File: config.mk
export PLATFORM = sky130hd
export DESIGN_NAME = slt
export DESIGN_NICKNAME = d
export VERILOG_FILES = /design/src/rtl/slt_pkg.sv /design/src/rtl/adder_n.sv /design/src/rtl/slt.sv
export SDC_FILE = /design/constraint.sdc
export NUM_CORES = 1
export LEC_CHECK = 0
export BUFFER_PORTS_ARGS = -buffer_cell sky130_fd_sc_hd__buf_2
export CAP_MARGIN = 20
export CORE_AREA = 2 2 45 47
export DETAILED_ROUTE_END_ITERATION = 8
export DIE_AREA = 0 0 47 49
export PLACE_DENSITY = 0.82
export SYNTH_ARGS = -nofsm -noshare
export SYNTH_HDL_FRONTEND = slang
export SYNTH_SLANG_ARGS = --single-unit
File: constraint.sdc
create_clock -name clk -period 5.79 [get_ports clk]
set_input_delay 0.579 -clock clk [delete_from_list [all_inputs] [get_ports clk]]
set_output_delay 0.579 -clock clk [all_outputs]
set_load 0.02 [all_outputs]
File: src/rtl/slt_pkg.sv
// Shared definitions for the signed set-less-than comparator.
// This file provides the default operand width and the full-adder cell used by the ripple adder.
package slt_pkg;

  localparam int DEFAULT_WIDTH = 32;

  typedef struct packed {
    logic carry;
    logic sum;
  } fa_t;

  // One-bit full adder cell; the ripple chain is a generate loop of these.
  function automatic fa_t full_adder(input logic a, input logic b, input logic cin);
    fa_t r;
    r.sum   = a ^ b ^ cin;
    r.carry = (a & b) | (a & cin) | (b & cin);
    return r;
  endfunction

endpackage

File: src/rtl/adder_n.sv
// N-bit ripple-carry adder.
// The adder is a generate loop of full_adder cells with an explicit carry chain.
module adder_n
  import slt_pkg::*;
#(
  parameter int N = DEFAULT_WIDTH
) (
  input  logic [N-1:0] a,
  input  logic [N-1:0] b,
  input  logic         c_in,
  output logic [N-1:0] sum,
  output logic         c_out
);

  logic [N:0] w_carry;

  assign w_carry[0] = c_in;

  for (genvar i = 0; i < N; i++) begin : g_cell
    fa_t w_cell;
    assign w_cell         = full_adder(a[i], b[i], w_carry[i]);
    assign sum[i]         = w_cell.sum;
    assign w_carry[i+1]   = w_cell.carry;
  end

  assign c_out = w_carry[N];

endmodule

File: src/rtl/slt.sv
// Signed set-less-than: out = 1 iff a < b (two's complement).
// The module also provides out_q, a registered copy of out with an async active-high reset.
module slt
  import slt_pkg::*;
#(
  parameter int N = DEFAULT_WIDTH
) (
  input  logic         clk,
  input  logic         rst,
  input  logic [N-1:0] a,
  input  logic [N-1:0] b,
  output logic         out,
  output logic         out_q
);

  logic [N-1:0] w_bInv;
  logic [N-1:0] w_diff;
  logic         w_unusedCarry;
  logic         w_ovf;
  logic         r_outQ;

  assign w_bInv = ~b;

  // diff = a - b as a + ~b + 1; the carry-out plays no part in the signed result
  adder_n #(.N(N)) u_sub (
    .a     (a),
    .b     (w_bInv),
    .c_in  (1'b1),
    .sum   (w_diff),
    .c_out (w_unusedCarry)
  );

  // Subtraction overflows only when the signs differ and the result sign flips away from a
  assign w_ovf = (a[N-1] != b[N-1]) & (w_diff[N-1] != a[N-1]);
  assign out   = w_diff[N-1] ^ w_ovf;

  always_ff @(posedge clk or posedge rst) begin
    if (rst) r_outQ <= 1'b0;
    else     r_outQ <= out;
  end

  assign out_q = r_outQ;

endmodule

Word level (Yosys, flattened, before mapping)

Cells that the tools add are included.

Register bits: 1
Logic and storage cells: 161
Bits in latches: 0
Memory bits (read-only): 0
Output and inout port bits: 2
Memories kept: 0
Input bits: 66
Bits in writable memories: 0

Reductions and logical operators: 0
Multiplexer cells: 0
Add/subtract/negate cells: 0
Bitwise operators: 158
$lt $le $gt $ge: 0
Divide/modulo/power cells: 0
$mul: 0
Shift operators: 0
Equal/unequal tests: 2

Operators by type and width:

| operator    | number |
|---|---|
| $and 1x1->1 | 92 |
| $or 1x1->1  | 62 |
| $not 32->32 | 1 |
| $xor 1x1->1 | 3 |
| $ne 1x1->1  | 2 |

Longest topological paths before layout

Gate-level depths: netlist of run 1.

Depth after elaboration: 98
Depth in mapped cells: 9
Mapped depth without buffers: 9

Hierarchy

Synthesis of run 1 repeated with hierarchy kept, for this count alone.

Cells, all modules: 78
Area total of the unflattened synthesis: 842.1 sq um

Modules (own cells, without submodules):

| module  | cells an instance | instances | area each (sq um) |
|---|---|---|---|
| adder_n | 42                | 1         | 678.2 |
| slt     | 36                | 1         | 163.9 |

Worst setup path after synthesis of run 1

OpenSTA, ideal clock, no wires.

Kind: input-to-output
From: in b[6]
To: out out
Data required time: 5211 ps
Path buffers: 0
Stages: 9
Path slack: 2634 ps
Arrival: 2577 ps
Cell sequence: nor2b_4 > a2111oi_4 > o221ai_2 > a211o_1 > a211oi_2 > o221ai_2 > a311oi_1 > o31ai_1 > fa_1

Longest elaborated chain between the ends: 80
Elaborated cells between the ends (all ways): 105
Classes of those cells: eq/ne (1); bitwise (104)

Ends and longest elaborated chain:

| element           | line          | text |
|---|---|---|
| start, declared   | slt.sv:11     | `input logic [N-1:0] b,` |
| $not 32->32 *     | slt.sv:22     | `assign w_bInv = ~b;` |
| $and 1x1->1       | slt_pkg.sv:16 | `r.carry = (a & b) \| (a & cin) \| (b & cin);` |
| $or 1x1->1        | slt_pkg.sv:16 |  |
| $or 1x1->1 *      | slt_pkg.sv:16 |  |
| $and 1x1->1       | slt_pkg.sv:16 |  |
| $or 1x1->1        | slt_pkg.sv:16 |  |
| $or 1x1->1 *      | slt_pkg.sv:16 |  |
| $and 1x1->1       | slt_pkg.sv:16 |  |
| [... 64 more ...] | --            |  |
| $or 1x1->1 *      | slt_pkg.sv:16 |  |
| $and 1x1->1       | slt_pkg.sv:16 |  |
| $or 1x1->1        | slt_pkg.sv:16 |  |
| $or 1x1->1 *      | slt_pkg.sv:16 |  |
| $xor 1x1->1 *     | slt_pkg.sv:15 | `r.sum = a ^ b ^ cin;` |
| $ne 1x1->1        | slt.sv:34     | `assign w_ovf = (a[N-1] != b[N-1]) & (w_diff[N-1] != a[N-1]);` |
| $and 1x1->1       | slt.sv:34     |  |
| $xor 1x1->1 *     | slt.sv:35     | `assign out = w_diff[N-1] ^ w_ovf;` |
| end, declared     | slt.sv:12     | `output logic out,` |

Every way passes the cells marked *; elsewhere a longest branch is shown, timed or not.

Worst setup path after layout of run 1

From: in b[7]
To: out out

Longest elaborated chain between the ends: 77
Elaborated cells between the ends (all ways): 101
Classes of those cells: eq/ne (1); bitwise (100)

Ends and longest elaborated chain:

| element           | line |
|---|---|
| $not 32->32 *     | slt.sv:22 |
| $and 1x1->1       | slt_pkg.sv:16 |
| $or 1x1->1        | slt_pkg.sv:16 |
| $or 1x1->1 *      | slt_pkg.sv:16 |
| $and 1x1->1       | slt_pkg.sv:16 |
| $or 1x1->1        | slt_pkg.sv:16 |
| $or 1x1->1 *      | slt_pkg.sv:16 |
| $and 1x1->1       | slt_pkg.sv:16 |
| [... 61 more ...] | -- |
| $or 1x1->1 *      | slt_pkg.sv:16 |
| $and 1x1->1       | slt_pkg.sv:16 |
| $or 1x1->1        | slt_pkg.sv:16 |
| $or 1x1->1 *      | slt_pkg.sv:16 |
| $xor 1x1->1 *     | slt_pkg.sv:15 |
| $ne 1x1->1        | slt.sv:34 |
| $and 1x1->1       | slt.sv:34 |
| $xor 1x1->1 *     | slt.sv:35 |

Marked as above.

==> flow_summary.json, run 1 <==
{
  "timing.critical_path.arrival_ns": 2.89,
  "cts.clk_slew.worst_paths_ns": 0,
  "endpoint_kind": "output pin",
  "finalMaxSlewViolations": 0,
  "post-cts-setup-buffer-count": 0,
  "peak_clock_frequency_supported_by_timing_ghz": 0.288,
  "filler_cell_count_in_the_final_layout": 199,
  "wl_per_cell_microns": 10.4,
  "min-delay-path-class": "in -> async",
  "dp.final_hpwl_mm": 1.83,
  "drv.max_cap_violation_count": 0,
  "ys_ff_latch": 1,
  "status": "complete, no violations",
  "finalNonFillerCells": 186,
  "cell_int_power_w": 0.0000426,
  "final_net_count": 228,
  "synthesis.yosys.warnings": 0,
  "detail_route.drc_violations": 0,
  "grt_first_pass_wirelength_mm": 3.13,
  "numPlacedInstances": 186,
  "io_buffers": 67,
  "finalCriticalPeriod_ns": 3.47,
  "placement.setup.worst_slack_ns": 2.29,
  "die_h_microns": 49,
  "timing.critical_path.from_type": "input pin",
  "critical_path.max_fanout": 2,
  "final.period_utilization": 0.600,
  "synth_area_sq_um": 653,
  "yosysUniqueCellTypes": 27,
  "mapped_nets": 159,
  "antenna_cells_inserted": 0,
  "routed_wl_mm": 1.93,
  "via_count": 901,
  "grt_overflow_total": 0,
  "ios": 68,
  "grt_use_total": 0.172,
  "gp_congestion": 0.629,
  "power.leakage_nw": 0.549,
  "slew-limit-headroom": 0.767,
  "power_frac_clock": 0,
  "critPathRequiredTime_ns": 5.21,
  "number_of_global_route_vias_before_repair": 871,
  "initial_core_util": 0.355,
  "die_width_microns": 47,
  "firstDrtPassIters": 4,
  "switching_share": 0.423,
  "comb_power_share": 0.889,
  "p_per_cell_area_nw_per_um2": 72.2,
  "finalSetupTns_ns": 0,
  "std_cell_rows": 16,
  "sequential_element_share_of_the_synthesized_area": 0.0383,
  "grt_max_degree": 5,
  "final_hold_viol_count": 0,
  "setup-violations-final": 0,
  "syn_inst": 92,
  "share_seq_of_total_power": 0.111,
  "cts_resized": 0,
  "number_of_antenna_violations_at_the_first_check_in_global_routing": 0,
  "share_of_the_core_filled_with_cells": 0.555,
  "rsz0062_at_grt": "no",
  "critical_path_class": "in -> out",
  "ir_drop_mv": 0.0407,
  "area_growth_pct": 56.5,
  "dieArea_sq_um": 2300,
  "drtIter0Drc": 10,
  "tightest_slew_ns": 0.350,
  "largest_reg_flops": 1,
  "cts_hold_repair.buffers": 0,
  "finalWorstSetupSlack_ns": 2.32,
  "core-area_sq_um": 1840,
  "p_switching_w": 0.0000312,
  "via_to_cell_ratio": 4.84,
  "syn-mean-instance-area_sq_um": 7.10,
  "antenna_violating_nets_post_route": 0,
  "final_layout_size_suffix_gt1_frac": 0.465
}
## power groups by stage
stage	Combinational [W]	Sequential, W	Clock [W]
after floorplan	0.0000333	0.00000919	0
after global routing	0.0000738	0.00000831	0
after global placement	0.0000632	0.00000802	0
after CTS	0.0000663	0.00000824	0
final	0.0000656	0.00000822	0
after detailed placement	0.0000660	0.00000824	0
## cells in the final DEF (no fill, tap or decap)
master / count
a2111oi_2: 1
a2111oi_4: 2
a211o_1: 1
a211oi_1: 2
a211oi_2: 1
a21oi_1: 4
a221oi_1: 2
a222oi_1: 1
a22oi_1: 2
a311oi_1: 1
buf_2: 67
dfrtp_1: 1
fa_1: 1
inv_1: 26
maj3_1: 3
nand2_1: 5
nand2b_1: 8
nor2_1: 1
nor2b_1: 12
nor2b_4: 1
o2111ai_1: 1
o21ai_0: 4
o21bai_1: 1
o221ai_1: 3
o221ai_2: 2
o22ai_1: 1
o2bb2ai_1: 4
o31ai_1: 1
## per-layer routing
layer / track usage / vias to the layer above / wire length [microns]
met5: 0 / - / 0
met4: 0.0370 / 0 / 48
met3: 0.0111 / 6 / 166
met2: 0.358 / 44 / 1080
met1: 0.166 / 389 / 636
li1: - / 462 / -
## cell type report
type,count,area (sq um),share of cell area
Sequential cell,1,25.0,0.0245
Inverter,26,97.6,0.0955
Tap cell,27,33.8,0.0330
Timing Repair Buffer,67,335,0.328
Multi-Input combinational cell,65,531,0.519
## worst max-delay path, stage by stage
cell and delay, ns:
buf_2 0.11, nor2b_1 0.16, a2111oi_4 0.32, o221ai_2 0.14
a211o_1 0.26, a211oi_2 0.21, o221ai_2 0.13, a311oi_1 0.28
o31ai_1 0.13, fa_1 0.39, buf_2 0.17
## logic make-up (layout without fill, tap and decap cells)
| family | Yosys count | count (layout) | synth area share |
|---|---|---|---|
| simple gates | 27 | 27 | 0.247 |
| fa+ha+maj | 4 | 4 | 0.0766 |
| buf+inv | 26 | 93 | 0.149 |
| compound gates | 34 | 34 | 0.489 |
| flops | 1 | 1 | 0.0383 |
## synthesized netlist by cell type
cell type | instances | area, sq um
a22oi_1 | 2 | 15.0
a222oi_1 | 1 | 10.0
nand2_1 | 5 | 18.8
maj3_1 | 3 | 30.0
o21ai_0 | 4 | 20.0
a211oi_1 | 2 | 15.0
nor2b_4 | 1 | 13.8
o22ai_1 | 1 | 6.26
o31ai_1 | 1 | 7.51
a211oi_2 | 1 | 12.5
nor2b_1 | 12 | 75.1
a2111oi_4 | 2 | 55.1
o21bai_1 | 1 | 7.51
a211o_1 | 1 | 8.76
a21oi_1 | 4 | 20.0
o221ai_2 | 2 | 30.0
o2bb2ai_1 | 4 | 35.0
o2111ai_1 | 1 | 8.76
a311oi_1 | 1 | 8.76
nand2b_1 | 8 | 50.1
fa_1 | 1 | 20.0
inv_1 | 26 | 97.6
nor2_1 | 1 | 3.75
dfrtp_1 | 1 | 25.0
a2111oi_2 | 1 | 15.0
a221oi_1 | 2 | 17.5
o221ai_1 | 3 | 26.3
## per-stage QoR
stage,total power [W],hold WS (ns),instance area (sq um)
final,0.0000738,0.421,1020
after global placement,0.0000712,0.411,1020
after CTS,0.0000745,0.424,1020
after detailed placement,0.0000742,0.424,1020
after floorplan,0.0000425,0.308,653
after global routing,0.0000821,0.427,1020
## worst max-delay path by stage
stage               startpoint   to  slack [ns]  cells after the start
global route              b[7]  out        2.11                     11
finish                    b[7]  out        2.32                     11
CTS                       b[7]  out        2.29                     11
detailed placement        b[7]  out        2.29                     11
floorplan                 b[6]  out        2.63                      9
global placement          b[6]  out        2.40                     11
Note: power is estimated with default switching activity, not from simulation.
==> run 2, diff against run 1 <==
--- a/config.mk
+++ b/config.mk
@@ -7,10 +7,10 @@
 export LEC_CHECK = 0
 export BUFFER_PORTS_ARGS = -buffer_cell sky130_fd_sc_hd__buf_2
 export CAP_MARGIN = 20
-export CORE_AREA = 2 2 45 47
+export CORE_AREA = 2 2 47 49
 export DETAILED_ROUTE_END_ITERATION = 8
-export DIE_AREA = 0 0 47 49
-export PLACE_DENSITY = 0.82
+export DIE_AREA = 0 0 49 51
+export PLACE_DENSITY = 0.76
 export SYNTH_ARGS = -nofsm -noshare
 export SYNTH_HDL_FRONTEND = slang
 export SYNTH_SLANG_ARGS = --single-unit
==> constraint.sdc (replaced) <==
create_clock -name clk -period 3.25 [get_ports clk]
set_input_delay 0.325 -clock clk [delete_from_list [all_inputs] [get_ports clk]]
set_output_delay 0.325 -clock clk [all_outputs]
set_load 0.02 [all_outputs]
==> run 2 against run 1 <==
Worst hold slack worse by 0.26 ns; worst setup slack worse by 2.0 ns; cell count up 0.54%; cell area up 0.12%; sequential power up 75%; combinational power up 77%; global-route usage down 3.3 points; first-iteration DRC count down 30%; critical path type unchanged; highest routed layer is now met3.
==> flow_summary.json, run 2 (same netlist as run 1, synthesis figures left out) <==
{
  "critical-path-max-stage-delay_ns": 0.39,
  "min-delay-path-class": "in -> async",
  "number_of_antenna_violations_at_the_first_check_in_global_routing": 0,
  "crit_path_top_delay_cell": "fa_1",
  "most_frequent_standard_cell_in_the_layout_excluding_fill_and_tap_cells": "buf_2",
  "timing.critical_path.arrival_ns": 2.59,
  "slew-limit-headroom": 0.728,
  "std_cell_rows": 17,
  "largest_reg_flops": 1,
  "finalSetupTns_ns": 0,
  "critical_path.max_fanout": 2,
  "final_layout_size_suffix_gt1_frac": 0.465,
  "antenna_cells_inserted": 0,
  "grt_overflow_total": 0,
  "critical_path_buf_inv_count": 2,
  "die_h_microns": 51,
  "finalPower_w": 0.000131,
  "cts_hold_repair.buffers": 0,
  "finalCriticalPeriod_ns": 2.91,
  "final_hold_viol_count": 0,
  "die_width_microns": 49,
  "routed_wl_mm": 1.81,
  "rsz0062_at_grt": "no",
  "grt_first_pass_wirelength_mm": 2.93,
  "grt_max_degree": 5,
  "power.leakage_nw": 0.549,
  "worst_path_dominant_cell_family": "compound AO/OA/AOI/OAI gates",
  "ios": 68,
  "comb_power_share": 0.890,
  "endpoint_kind": "output pin",
  "critPathRequiredTime_ns": 2.92,
  "drtIter0Drc": 7,
  "initial_core_util": 0.317,
  "dieArea_sq_um": 2500,
  "antenna_violating_nets_post_route": 0,
  "critical_path_class": "in -> out",
  "setup-violations-final": 0,
  "cts.clk_slew.worst_paths_ns": 0,
  "post-cts-setup-buffer-count": 0,
  "cell_int_power_w": 0.0000759,
  "p_per_cell_area_nw_per_um2": 128,
  "p_switching_w": 0.0000551,
  "ir_drop_mv": 0.0582,
  "io_buffers": 67,
  "status": "complete, no violations",
  "share_of_the_core_filled_with_cells": 0.496,
  "core-area_sq_um": 2060,
  "power_frac_clock": 0,
  "final.period_utilization": 0.897,
  "timing.critical_path.from_type": "input pin",
  "gp_congestion": 0.670,
  "critical_path.cell_chain": "buf_2 > nor2b_4 > a2111oi_4 > o221ai_2 > a211o_1 > a211oi_2 > o221ai_2 > a311oi_1 > o31ai_1 > fa_1 > buf_2",
  "finalMaxSlewViolations": 0,
  "tightest_slew_ns": 0.408,
  "number_of_global_route_vias_before_repair": 797,
  "cts_resized": 0,
  "grt_use_total": 0.139,
  "layout.cells.most_common_list": "buf_2, inv_1, nor2b_1",
  "via_to_cell_ratio": 4.70,
  "switching_share": 0.420,
  "wl_per_cell_microns": 9.69,
  "finalNonFillerCells": 187,
  "peak_clock_frequency_supported_by_timing_ghz": 0.343,
  "area_growth_pct": 56.7,
  "drv.max_cap_violation_count": 0,
  "via_count": 878,
  "share_seq_of_total_power": 0.110,
  "dp.final_hpwl_mm": 1.70,
  "numPlacedInstances": 187,
  "final_net_count": 228,
  "detail_route.drc_violations": 0,
  "firstDrtPassIters": 4
}
[run 2: cell counts in the layout (fill, tap and decap cells not counted)]
No cell type changed its count.
[run 2: stage by stage]
step | hold slack, ns | setup WS [ns] | cell area (sq um)
after floorplan | 0.0537 | 0.602 | 653
after global placement | 0.157 | 0.377 | 1020
after detailed placement | 0.164 | 0.320 | 1020
after CTS | 0.164 | 0.321 | 1020
after global routing | 0.169 | 0.122 | 1020
final | 0.161 | 0.336 | 1020
[run 2: final timing paths]
| kind | start | endpoint | slack (ns) | cells past startpoint |
|---|---|---|---|---|
| worst min-delay path | rst | out_q$_DFF_PP0_ | 0.16 | 2 |
| min in group clk | a[31] | out_q$_DFF_PP0_ | 0.65 | 2 |
| max in group asynchronous | rst | out_q$_DFF_PP0_ | 3.00 | 2 |
| worst max-delay path | b[6] | out | 0.34 | 11 |
[run 2: power by group through the flow]
stage                     Combinational [W]  Sequential, W  Clock [W]
after floorplan                   0.0000594      0.0000164          0
after global placement             0.000113      0.0000143          0
after detailed placement           0.000117      0.0000145          0
after CTS                          0.000118      0.0000145          0
after global routing               0.000131      0.0000146          0
final                              0.000116      0.0000144          0
[run 2: layout make-up]
class                      count  area (sq um)
fill                         227          1040
multi-input combinational     65           531
tap                           28          35.0
sequential                     1          25.0
timing repair buffer          67           335
inverter                      26          97.6
[run 2: layer usage]
metal  global-route usage  vias to the layer above  wire length [microns]
li1                     -                      467                      -
met1                0.152                      375                    745
met2                0.311                       36                    949
met3              0.00292                        0                    117
met4                    0                        0                      0
met5                    0                        -                      0
